$ cat src/rtl/falu_trn_pipe_if.sv
// -----------------------------------------------------------------------------
// falu_trn_pipe_if
//
// Purpose:
//   Issue-side and writeback-side handshake bundle of the FALU transfer/classify
//   pipe. The upstream (issue port) and downstream (writeback arbiter) views are
//   merged into one interface. Each side uses valid/ready.
//
// Parameters:
//   TAG_W      ROB tag width carried alongside each op.
//
// Signals:
//   IN_VALID   op offered by the issue port
//   IN_READY   pipe can accept this cycle
//   IN_OP      transfer sub-op (INT2FP / FP2INT / FCLASS)
//   IN_DOUBLE  1 = double precision, 0 = single
//   IN_DATA    64-bit operand
//   IN_TAG     ROB tag of the op
//   OUT_VALID  result available
//   OUT_READY  writeback arbiter accepts
//   OUT_DATA   64-bit result
//   OUT_TAG    ROB tag of the result
//
// Modports:
//   master  the environment around the pipe (drives IN_*, consumes OUT_*)
//   slave   the pipe itself
// -----------------------------------------------------------------------------
interface falu_trn_pipe_if #(
    parameter int TAG_W = 6
) ();
    logic             IN_VALID;
    logic             IN_READY;
    logic [2:0]       IN_OP;
    logic             IN_DOUBLE;
    logic [63:0]      IN_DATA;
    logic [TAG_W-1:0] IN_TAG;

    logic             OUT_VALID;
    logic             OUT_READY;
    logic [63:0]      OUT_DATA;
    logic [TAG_W-1:0] OUT_TAG;

    modport master (
        output IN_VALID, IN_OP, IN_DOUBLE, IN_DATA, IN_TAG,
        input  IN_READY,
        input  OUT_VALID, OUT_DATA, OUT_TAG,
        output OUT_READY
    );

    modport slave (
        input  IN_VALID, IN_OP, IN_DOUBLE, IN_DATA, IN_TAG,
        output IN_READY,
        output OUT_VALID, OUT_DATA, OUT_TAG,
        input  OUT_READY
    );
endinterface

$ cat src/rtl/falu_trn_pipe.sv
// -----------------------------------------------------------------------------
// falu_trn_pipe
//
// Purpose:
//   FP transfer / classify unit for the FALU execution lane. It covers the
//   FMV/FCLASS class of operations. The result is formed combinationally at
//   accept time. It then travels through an elastic valid/ready pipeline of
//   STAGES registers together with its ROB tag. Ordering is strict FIFO and
//   throughput is one op per cycle while OUT_READY stays high. There is no
//   skid buffer, so IN_READY is combinational from OUT_READY.
//
// Parameters:
//   FLEN     FP register width, 32 or 64. With 32, IN_DOUBLE is ignored.
//   STAGES   register stages, 1..4, which is also the result latency.
//   TAG_W    ROB tag width. It must match the TAG_W of the interface.
//
// Ports:
//   CLK      rising-edge clock
//   RST      synchronous active-high reset (clears valids, data and tags)
//   FLUSH    synchronous kill of every in-flight op. An op offered in the
//            same cycle is dropped.
//   bus      falu_trn_pipe_if.slave (IN_* issue side, OUT_* writeback side)
//
// Sub-op encoding (IN_OP):
//   3'd0 INT2FP, 3'd1 FP2INT, 3'd2 FCLASS. Every other code retires with 0.
//
// Optional feature:
//   `define FALU_TRN_NANBOX_CHECK_EN
//     Enables the NaN-box check on single-precision FCLASS / FP2INT operands
//     when FLEN = 64. An operand whose upper word is not all-ones is replaced
//     by the canonical qNaN 32'h7FC00000.
// -----------------------------------------------------------------------------
module falu_trn_pipe #(
    parameter int FLEN   = 64,
    parameter int STAGES = 2,
    parameter int TAG_W  = 6
) (
    input  logic                CLK,
    input  logic                RST,
    input  logic                FLUSH,
    falu_trn_pipe_if.slave      bus
);

    localparam logic [2:0] SUBOP_TRN_INT2FP = 3'd0;
    localparam logic [2:0] SUBOP_TRN_FP2INT = 3'd1;
    localparam logic [2:0] SUBOP_TRN_FCLASS = 3'd2;

    localparam logic [31:0] CANON_QNAN_S = 32'h7FC0_0000;
    localparam bit          HAS_DOUBLE   = (FLEN == 64);

    // -------------------------------------------------------------------------
    // Classification. The caller supplies decoded exponent/mantissa flags so
    // that one function serves both precisions.
    // -------------------------------------------------------------------------
    function automatic logic [9:0] classify(
        input logic sign,
        input logic exp_ones,
        input logic exp_zero,
        input logic man_zero,
        input logic man_msb
    );
        logic [9:0] cls;
        cls = '0;
        if (exp_ones) begin
            if (man_zero)     cls[sign ? 0 : 7] = 1'b1;  // infinity
            else if (man_msb) cls[9] = 1'b1;             // quiet NaN
            else              cls[8] = 1'b1;             // signalling NaN
        end else if (exp_zero) begin
            if (man_zero)     cls[sign ? 3 : 4] = 1'b1;  // zero
            else              cls[sign ? 2 : 5] = 1'b1;  // subnormal
        end else begin
            cls[sign ? 1 : 6] = 1'b1;                    // normal
        end
        return cls;
    endfunction

    // -------------------------------------------------------------------------
    // Result formation (combinational, at accept time)
    // -------------------------------------------------------------------------
    logic        is_double;
    logic [31:0] opnd_s;
    logic [63:0] opnd_d;
    logic [9:0]  class_s;
    logic [9:0]  class_d;
    logic [63:0] result;

    assign is_double = HAS_DOUBLE && bus.IN_DOUBLE;
    assign opnd_d    = bus.IN_DATA;

    always_comb begin
        // NOTE: every signal driven here gets a default first, so no path
        // can leave it unassigned and infer a latch.
        opnd_s = bus.IN_DATA[31:0];
`ifdef FALU_TRN_NANBOX_CHECK_EN
        // Only a correctly NaN-boxed single is trusted. Anything else reads
        // as the canonical quiet NaN.
        if (HAS_DOUBLE && !is_double &&
            (bus.IN_OP == SUBOP_TRN_FCLASS || bus.IN_OP == SUBOP_TRN_FP2INT) &&
            bus.IN_DATA[63:32] != 32'hFFFF_FFFF) begin
            opnd_s = CANON_QNAN_S;
        end
`endif
    end

    assign class_s = classify(opnd_s[31],
                              &opnd_s[30:23],
                              ~|opnd_s[30:23],
                              ~|opnd_s[22:0],
                              opnd_s[22]);

    assign class_d = classify(opnd_d[63],
                              &opnd_d[62:52],
                              ~|opnd_d[62:52],
                              ~|opnd_d[51:0],
                              opnd_d[51]);

    always_comb begin
        result = '0;
        unique case (bus.IN_OP)
            SUBOP_TRN_INT2FP:
                result = is_double ? opnd_d : {32'hFFFF_FFFF, bus.IN_DATA[31:0]};
            SUBOP_TRN_FP2INT:
                result = is_double ? opnd_d : {{32{opnd_s[31]}}, opnd_s};
            SUBOP_TRN_FCLASS:
                result = {54'd0, (is_double ? class_d : class_s)};
            default:
                result = '0;
        endcase
    end

    // -------------------------------------------------------------------------
    // Elastic pipeline. Stage 0 receives accepted ops and stage STAGES-1 drives
    // the output. Stage i loads when some stage at or after i is empty, or when
    // the output drains. This closed form avoids a combinational chain through
    // the load vector itself.
    // -------------------------------------------------------------------------
    logic [STAGES-1:0] valid_q;
    logic [63:0]       data_q [STAGES];
    logic [TAG_W-1:0]  tag_q  [STAGES];

    logic [STAGES-1:0] load;
    logic [STAGES-1:0] src_valid;
    logic [63:0]       src_data [STAGES];
    logic [TAG_W-1:0]  src_tag  [STAGES];
    logic              accept;

    always_comb begin
        logic tail_full;
        load = '0;
        for (int i = 0; i < STAGES; i++) begin
            tail_full = 1'b1;
            for (int j = i; j < STAGES; j++) begin
                tail_full = tail_full & valid_q[j];
            end
            load[i] = bus.OUT_READY | ~tail_full;
        end
    end

    // FLUSH forces IN_READY so the issue port never stalls on a dying pipe.
    // The op it offers is still dropped, because accept excludes FLUSH.
    assign bus.IN_READY = FLUSH | load[0];
    assign accept       = bus.IN_VALID & load[0] & ~FLUSH;

    // Source of each stage: the new op for stage 0, the previous stage for
    // every other stage.
    always_comb begin
        src_valid   = '0;
        src_valid[0] = accept;
        src_data[0]  = result;
        src_tag[0]   = bus.IN_TAG;
        for (int i = 1; i < STAGES; i++) begin
            src_valid[i] = valid_q[i-1];
            src_data[i]  = data_q[i-1];
            src_tag[i]   = tag_q[i-1];
        end
    end

    always_ff @(posedge CLK) begin
        // NOTE: sequential state uses non-blocking assignments only, so every
        // stage samples its source's value from before this edge.
        if (RST) begin
            // NOTE: data and tag registers are reset too, so OUT_DATA and
            // OUT_TAG read 0 straight after reset rather than holding stale bits.
            valid_q <= '0;
            for (int i = 0; i < STAGES; i++) begin
                data_q[i] <= '0;
                tag_q[i]  <= '0;
            end
        end else if (FLUSH) begin
            // Only the valids die. The payload is left as it is.
            valid_q <= '0;
        end else begin
            for (int i = 0; i < STAGES; i++) begin
                if (load[i]) begin
                    valid_q[i] <= src_valid[i];
                    // Payload moves only with a real op, so bubbles do not toggle it.
                    if (src_valid[i]) begin
                        data_q[i] <= src_data[i];
                        tag_q[i]  <= src_tag[i];
                    end
                end
            end
        end
    end

    assign bus.OUT_VALID = valid_q[STAGES-1];
    assign bus.OUT_DATA  = data_q[STAGES-1];
    assign bus.OUT_TAG   = tag_q[STAGES-1];

endmodule

$ cat src/flat_wrapper.sv
// flat-port wrapper written by rule: the top's interface ports become plain ports
module falu_trn_pipe_flat 
#(
    parameter int FLEN   = 64,
    parameter int STAGES = 2,
    parameter int TAG_W  = 6
)
  (CLK, RST, FLUSH, bus_IN_VALID, bus_IN_OP, bus_IN_DOUBLE, bus_IN_DATA, bus_IN_TAG, bus_IN_READY, bus_OUT_VALID, bus_OUT_DATA, bus_OUT_TAG, bus_OUT_READY);
  falu_trn_pipe_if #(.TAG_W(TAG_W)) bus_i ();
  input  logic CLK;
  input  logic RST;
  input  logic FLUSH;
  input wire logic [$bits(bus_i.IN_VALID)-1:0] bus_IN_VALID;
  input wire logic [$bits(bus_i.IN_OP)-1:0] bus_IN_OP;
  input wire logic [$bits(bus_i.IN_DOUBLE)-1:0] bus_IN_DOUBLE;
  input wire logic [$bits(bus_i.IN_DATA)-1:0] bus_IN_DATA;
  input wire logic [$bits(bus_i.IN_TAG)-1:0] bus_IN_TAG;
  output wire logic [$bits(bus_i.IN_READY)-1:0] bus_IN_READY;
  output wire logic [$bits(bus_i.OUT_VALID)-1:0] bus_OUT_VALID;
  output wire logic [$bits(bus_i.OUT_DATA)-1:0] bus_OUT_DATA;
  output wire logic [$bits(bus_i.OUT_TAG)-1:0] bus_OUT_TAG;
  input wire logic [$bits(bus_i.OUT_READY)-1:0] bus_OUT_READY;
  assign bus_i.IN_VALID = bus_IN_VALID;
  assign bus_i.IN_OP = bus_IN_OP;
  assign bus_i.IN_DOUBLE = bus_IN_DOUBLE;
  assign bus_i.IN_DATA = bus_IN_DATA;
  assign bus_i.IN_TAG = bus_IN_TAG;
  assign bus_IN_READY = bus_i.IN_READY;
  assign bus_OUT_VALID = bus_i.OUT_VALID;
  assign bus_OUT_DATA = bus_i.OUT_DATA;
  assign bus_OUT_TAG = bus_i.OUT_TAG;
  assign bus_i.OUT_READY = bus_OUT_READY;
  falu_trn_pipe #(.FLEN(FLEN), .STAGES(STAGES), .TAG_W(TAG_W)) u_core (.CLK(CLK), .RST(RST), .FLUSH(FLUSH), .bus(bus_i));
endmodule
$ cat config.mk
export PLATFORM = sky130hd
export DESIGN_NAME = falu_trn_pipe_flat
export DESIGN_NICKNAME = d
export VERILOG_FILES = /design/src/rtl/falu_trn_pipe_if.sv /design/src/rtl/falu_trn_pipe.sv /design/src/flat_wrapper.sv
export SDC_FILE = /design/constraint.sdc
export NUM_CORES = 1
export LEC_CHECK = 0
export BUFFER_PORTS_ARGS = -buffer_cell sky130_fd_sc_hd__buf_4
export CAP_MARGIN = 15
export CELL_PAD_IN_SITES_DETAIL_PLACEMENT = 0
export CELL_PAD_IN_SITES_GLOBAL_PLACEMENT = 1
export CORE_AREA = 2 2 110 154
export CTS_BUF_LIST = sky130_fd_sc_hd__clkbuf_4 sky130_fd_sc_hd__clkbuf_8
export CTS_CLUSTER_SIZE = 24
export DETAILED_ROUTE_END_ITERATION = 8
export DIE_AREA = 0 0 112 156
export PLACE_DENSITY_LB_ADDON = 0.1
export SETUP_SLACK_MARGIN = 0.2
export SYNTH_ARGS = -nofsm -noshare
export SYNTH_HDL_FRONTEND = slang
export SYNTH_SLANG_ARGS = --single-unit
$ cat constraint.sdc
create_clock -name CLK -period 4.4 [get_ports CLK]
set_clock_uncertainty 0.05 [all_clocks]
set_input_delay 0.22 -clock CLK [delete_from_list [all_inputs] [get_ports CLK]]
set_output_delay 0.22 -clock CLK [all_outputs]
set_load 0.1 [all_outputs]
==> flow_results.org <==
** Power and ir drop
- Sequential cell fraction of total power :: between 50% and 60%
- Power comes to between 3 and 4 mW.
- Power spread over the standard cell area amounts to 403 mW/mm^2.
- Share of power burned in combinational logic :: between 15 and 20%
- For this design the total switching power over the nets is roughly 0.94 mW.
- The worst-case IR drop observed on VDD is roughly 0.18 mV.
- Sw Ratio :: roughly 30%
- Internal power comes to 2.20 mW.
- Per report_power, the clock group accounts for 34.2% of the total.
- Static leakage power :: around 3.2 nW

** Setup path
- Worst Path Required :: 4.62 ns
- The signal on the critical path passes through and3b_1 > nor4b_4 > buf_4 > nand2_1 > buf_16 > a21oi_1.
- On the worst path, the slowest cell contributes a delay of between 0.4 and 0.5 ns.
- The critical path crosses 6 cells after its start point.
- The worst setup path is captured at a flip-flop.
- WP data arrival :: 2.60 ns
- The setup path with the least slack is of type flip-flop to flip-flop.
- In this run the worst path has a maximum fanout of 34.
- Slowest CP cell :: nand2_1
- Startpoint types :: flip-flop
- End of the worst register-to-register path :: u_core.data_q[0][62]
- Measured in cells, the most critical reg-to-reg path has a length of 6.
- R2R Path Start :: u_core.valid_q[0]
- Register-to-register path setup slack :: between 2 and 2.5 ns
- Critical path's top delay family :: simple AND/OR/NAND/NOR gates
- Combined buffer and inverter count along the critical path :: 2

** STA
- The final max-slew violation count is 0.
- Count of final setup violators :: 0
- Setup repair after global routing left no endpoint under its margin.
- In the final timing run, aggregate negative setup slack is 0 ns.
- Worst max-slew margin expressed relative to the limit :: a little under two fifths
- In the post-route analysis, the smallest setup slack over all paths is between 2 and 2.5 ns.
- Final worst path period share :: 54.0%
- The final hold violation count was 0.
- Post-route minimum period :: ~2.4 ns
- Timing would allow up to between 400 and 500 MHz.
- For the pin with the worst max-slew slack, the measured transition is around 0.95 ns.

** CTS
- TritonCTS built the clock tree.
- H-tree depth reported by CTS :: 4
- Clock buffers created by TritonCTS :: 17
- Latest clock arrival within the worst-skew pair :: 0.44 ns
- Clock-pin slew on the worst setup and hold paths :: around 0.09 ns
- Worst-case clock buffer depth :: 2
- In this run the clock root is driven by a clkbuf_8.
- The clock drives between 100 and 150 sinks.

** Synthesis
- Counting flops with a built-in enable in the synthesized netlist gives 140.
- Commonest cells in the netlist :: edfxtp_1 (140), and2_1 (100), buf_4 (64), a21oi_1 (34), inv_1 (30)
- By instance count, the leading cell after synthesis is edfxtp_1.
- Area share of the leading cell type in the synthesized netlist :: 66.5%
- Yosys top cell by area :: edfxtp_1
- Post-synthesis register bit count :: between 100 and 150
- Counting every net in the synthesized netlist gives about 570.
- Yosys warns :: 0
- The netlist uses 38 different library cells.
- Proportion of synthesized chip area in sequential cells :: 67.1%
- The average instance in the mapped netlist occupies 12.8 sq um.
- By area the synthesized netlist is led by edfxtp_1 (66%), and2_1 (9.9%), buf_4 (7.6%).
- Among all flip-flop cells after synthesis, the most frequent one is edfxtp_1.
- After synthesis the cells add up to roughly 0.0063 sq mm.
- Cells after synthesis :: roughly 500
- Post-synth ARST share :: 0%

** Die
- Row generation in the floorplan step produced 55 rows.
- Once the floorplan was initialized, standard cells occupied approximately two fifths of the core.
- The die is around 110 um wide.
- Core footprint :: 0.0161 sq mm
- roughly 150 I/O pins were placed.
- The die covers between 0.015 and 0.02 sq mm.
- The die is between 150 and 200 um tall.

** GRT
- The first global-routing pass estimated 20500 um of wire.
- Global routing finished with a remaining overflow of 0.
- In the global route stage, overall resource usage came out at around 15%.
- The number of global-route vias before repair came to roughly 4000.
- Entering global routing, the biggest net connects between 70 and 80 pins.
- Number of antenna violations at the first check in global routing :: 0

** Cells and area
- At the end of the flow, the number of nets in the layout was 680.
- Compared with the post-synthesis result, the final layout area differs by 23.5%.
- The repair_antennas step left the layout with diodes totalling 0.
- The filler cells instantiated in the layout total between 1500 and 2000.
- Ratio of cells with drive above 1 in the final layout :: 32.2%
- Fraction of the core area covered by cells at the end of the flow :: 48.5%

** Place
- Dpl hpwl :: 8940 um
- The congestion estimate from routability-driven global placement came to slightly below 0.8.
- The count of buffers added on input and output ports is 150.
- At the placement stage, the worst setup path has a slack of between 1.5 and 2 ns.

** Drt
- Wire length per cell :: ~16 um
- Once detail routing completed, the nets flagged for antenna violations numbered 0.
- In this run, the number of DRC markers left after iteration 0 of detailed routing was approximately 200.
- Vias per cell :: about 4.8
- The first detailed-routing pass ran for 4 iterations.
- Sum of routed wire length over all layers :: about 13000 um
- Detailed routing inserted a total of a little under 4000 vias.
- DRC viols :: 0

** Worst hold path
- Along the worst hold path, the cell count comes to 4.
- Beginning of the worst hold path :: bus_OUT_READY
- WHS Endpoint :: u_core.valid_q[1]
- Worst Hold Class :: input port to flip-flop

** Run status
- Status :: finished clean

** Flow run
- The tool flagged a number of max-cap violations equal to 0.
[final cells by class]
class                   instances  area [sq um]  area share, %
inverters                      30           113           1.44
flip-flops and latches        142          4240           54.3
clock inverters                15           176           2.26
multi-input cells             239          1450           18.6
clock buffers                  17           234           2.99
well taps                     199           249           3.19
repair buffers                171          1340           17.2
[power groups by stage]
stage	Sequential [mW]	Clock, mW	Combinational, mW
floorplan	1.63	0	0.356
global placement	1.60	0	0.484
detailed placement	1.61	0	0.488
CTS	1.58	1.11	0.500
global route	1.58	1.17	0.518
finish	1.57	1.08	0.496
[per-layer routing]
layer	vias up	routed length (um)	GRT usage, %
li1	1879	-	-
met1	1865	5190	17.8
met2	113	6830	27.1
met3	18	811	4.82
met4	0	204	5.40
met5	-	0	0
[tightest hold or removal path: stages]
cell and delay [ns]:
buf_4 0.09, nor2b_1 0.05, nor2_1 0.08, nor2_1 0.04
[worst max-delay path by stage]
stage                                 start                   end
final                     u_core.valid_q[0]  u_core.data_q[0][62]
after detailed placement              FLUSH  u_core.data_q[0][47]
after CTS                 u_core.valid_q[0]  u_core.data_q[0][62]
after global routing      u_core.valid_q[1]  u_core.data_q[0][60]
after global placement                FLUSH  u_core.data_q[0][60]
after floorplan           u_core.valid_q[1]   u_core.data_q[0][0]
[logic make-up (layout without fill, tap and decap cells)]
logic type / count (synthesis) / in the layout / share of synthesized area (%)
and+or+nand+nor: 186 / 186 / 17.6
buffers and inverters: 112 / 233 / 10.4
DFF: 142 / 142 / 67.1
AOI/OAI and AO/OA: 53 / 53 / 4.89
[state kept, by name (all words and copies together), names as in the netlist]
| name | count |
|---|---|
| u_core.tag_q | 12 |
| u_core.data_q | 128 |
| u_core.valid_q | 2 |
[cells in the final DEF (no fill, tap or decap), types with 3 or more instances in the layout]
cell type        n
nand2_1         21
nor3_1           5
edfxtp_1       140
nor2b_1          5
nand2b_1         3
clkbuf_8        17
buf_4          154
inv_1           30
dlygate4sd3_1   16
nand4_1          6
a21oi_1         34
clkinvlp_4       3
and2_1         100
nor2_1          14
a22o_1           3
inv_6            6
nor4_1          15
[stage by stage]
stage / std cells / hold slack [ns] / area (sq um)
floorplan: 493 / 0.291 / 6330
global placement: 764 / 0.417 / 7210
detailed placement: 764 / 0.435 / 7210
CTS: 812 / 0.00131 / 7780
global route: 813 / 0.00230 / 7810
finish: 813 / 0.0306 / 7810
[timing repair]
item,CTS,global route
hold endpoints to repair,16,0
hold buffers,16,0
buffers inserted,0,0
gates resized for setup,0,0
Note: power is estimated with default switching activity, not from simulation.
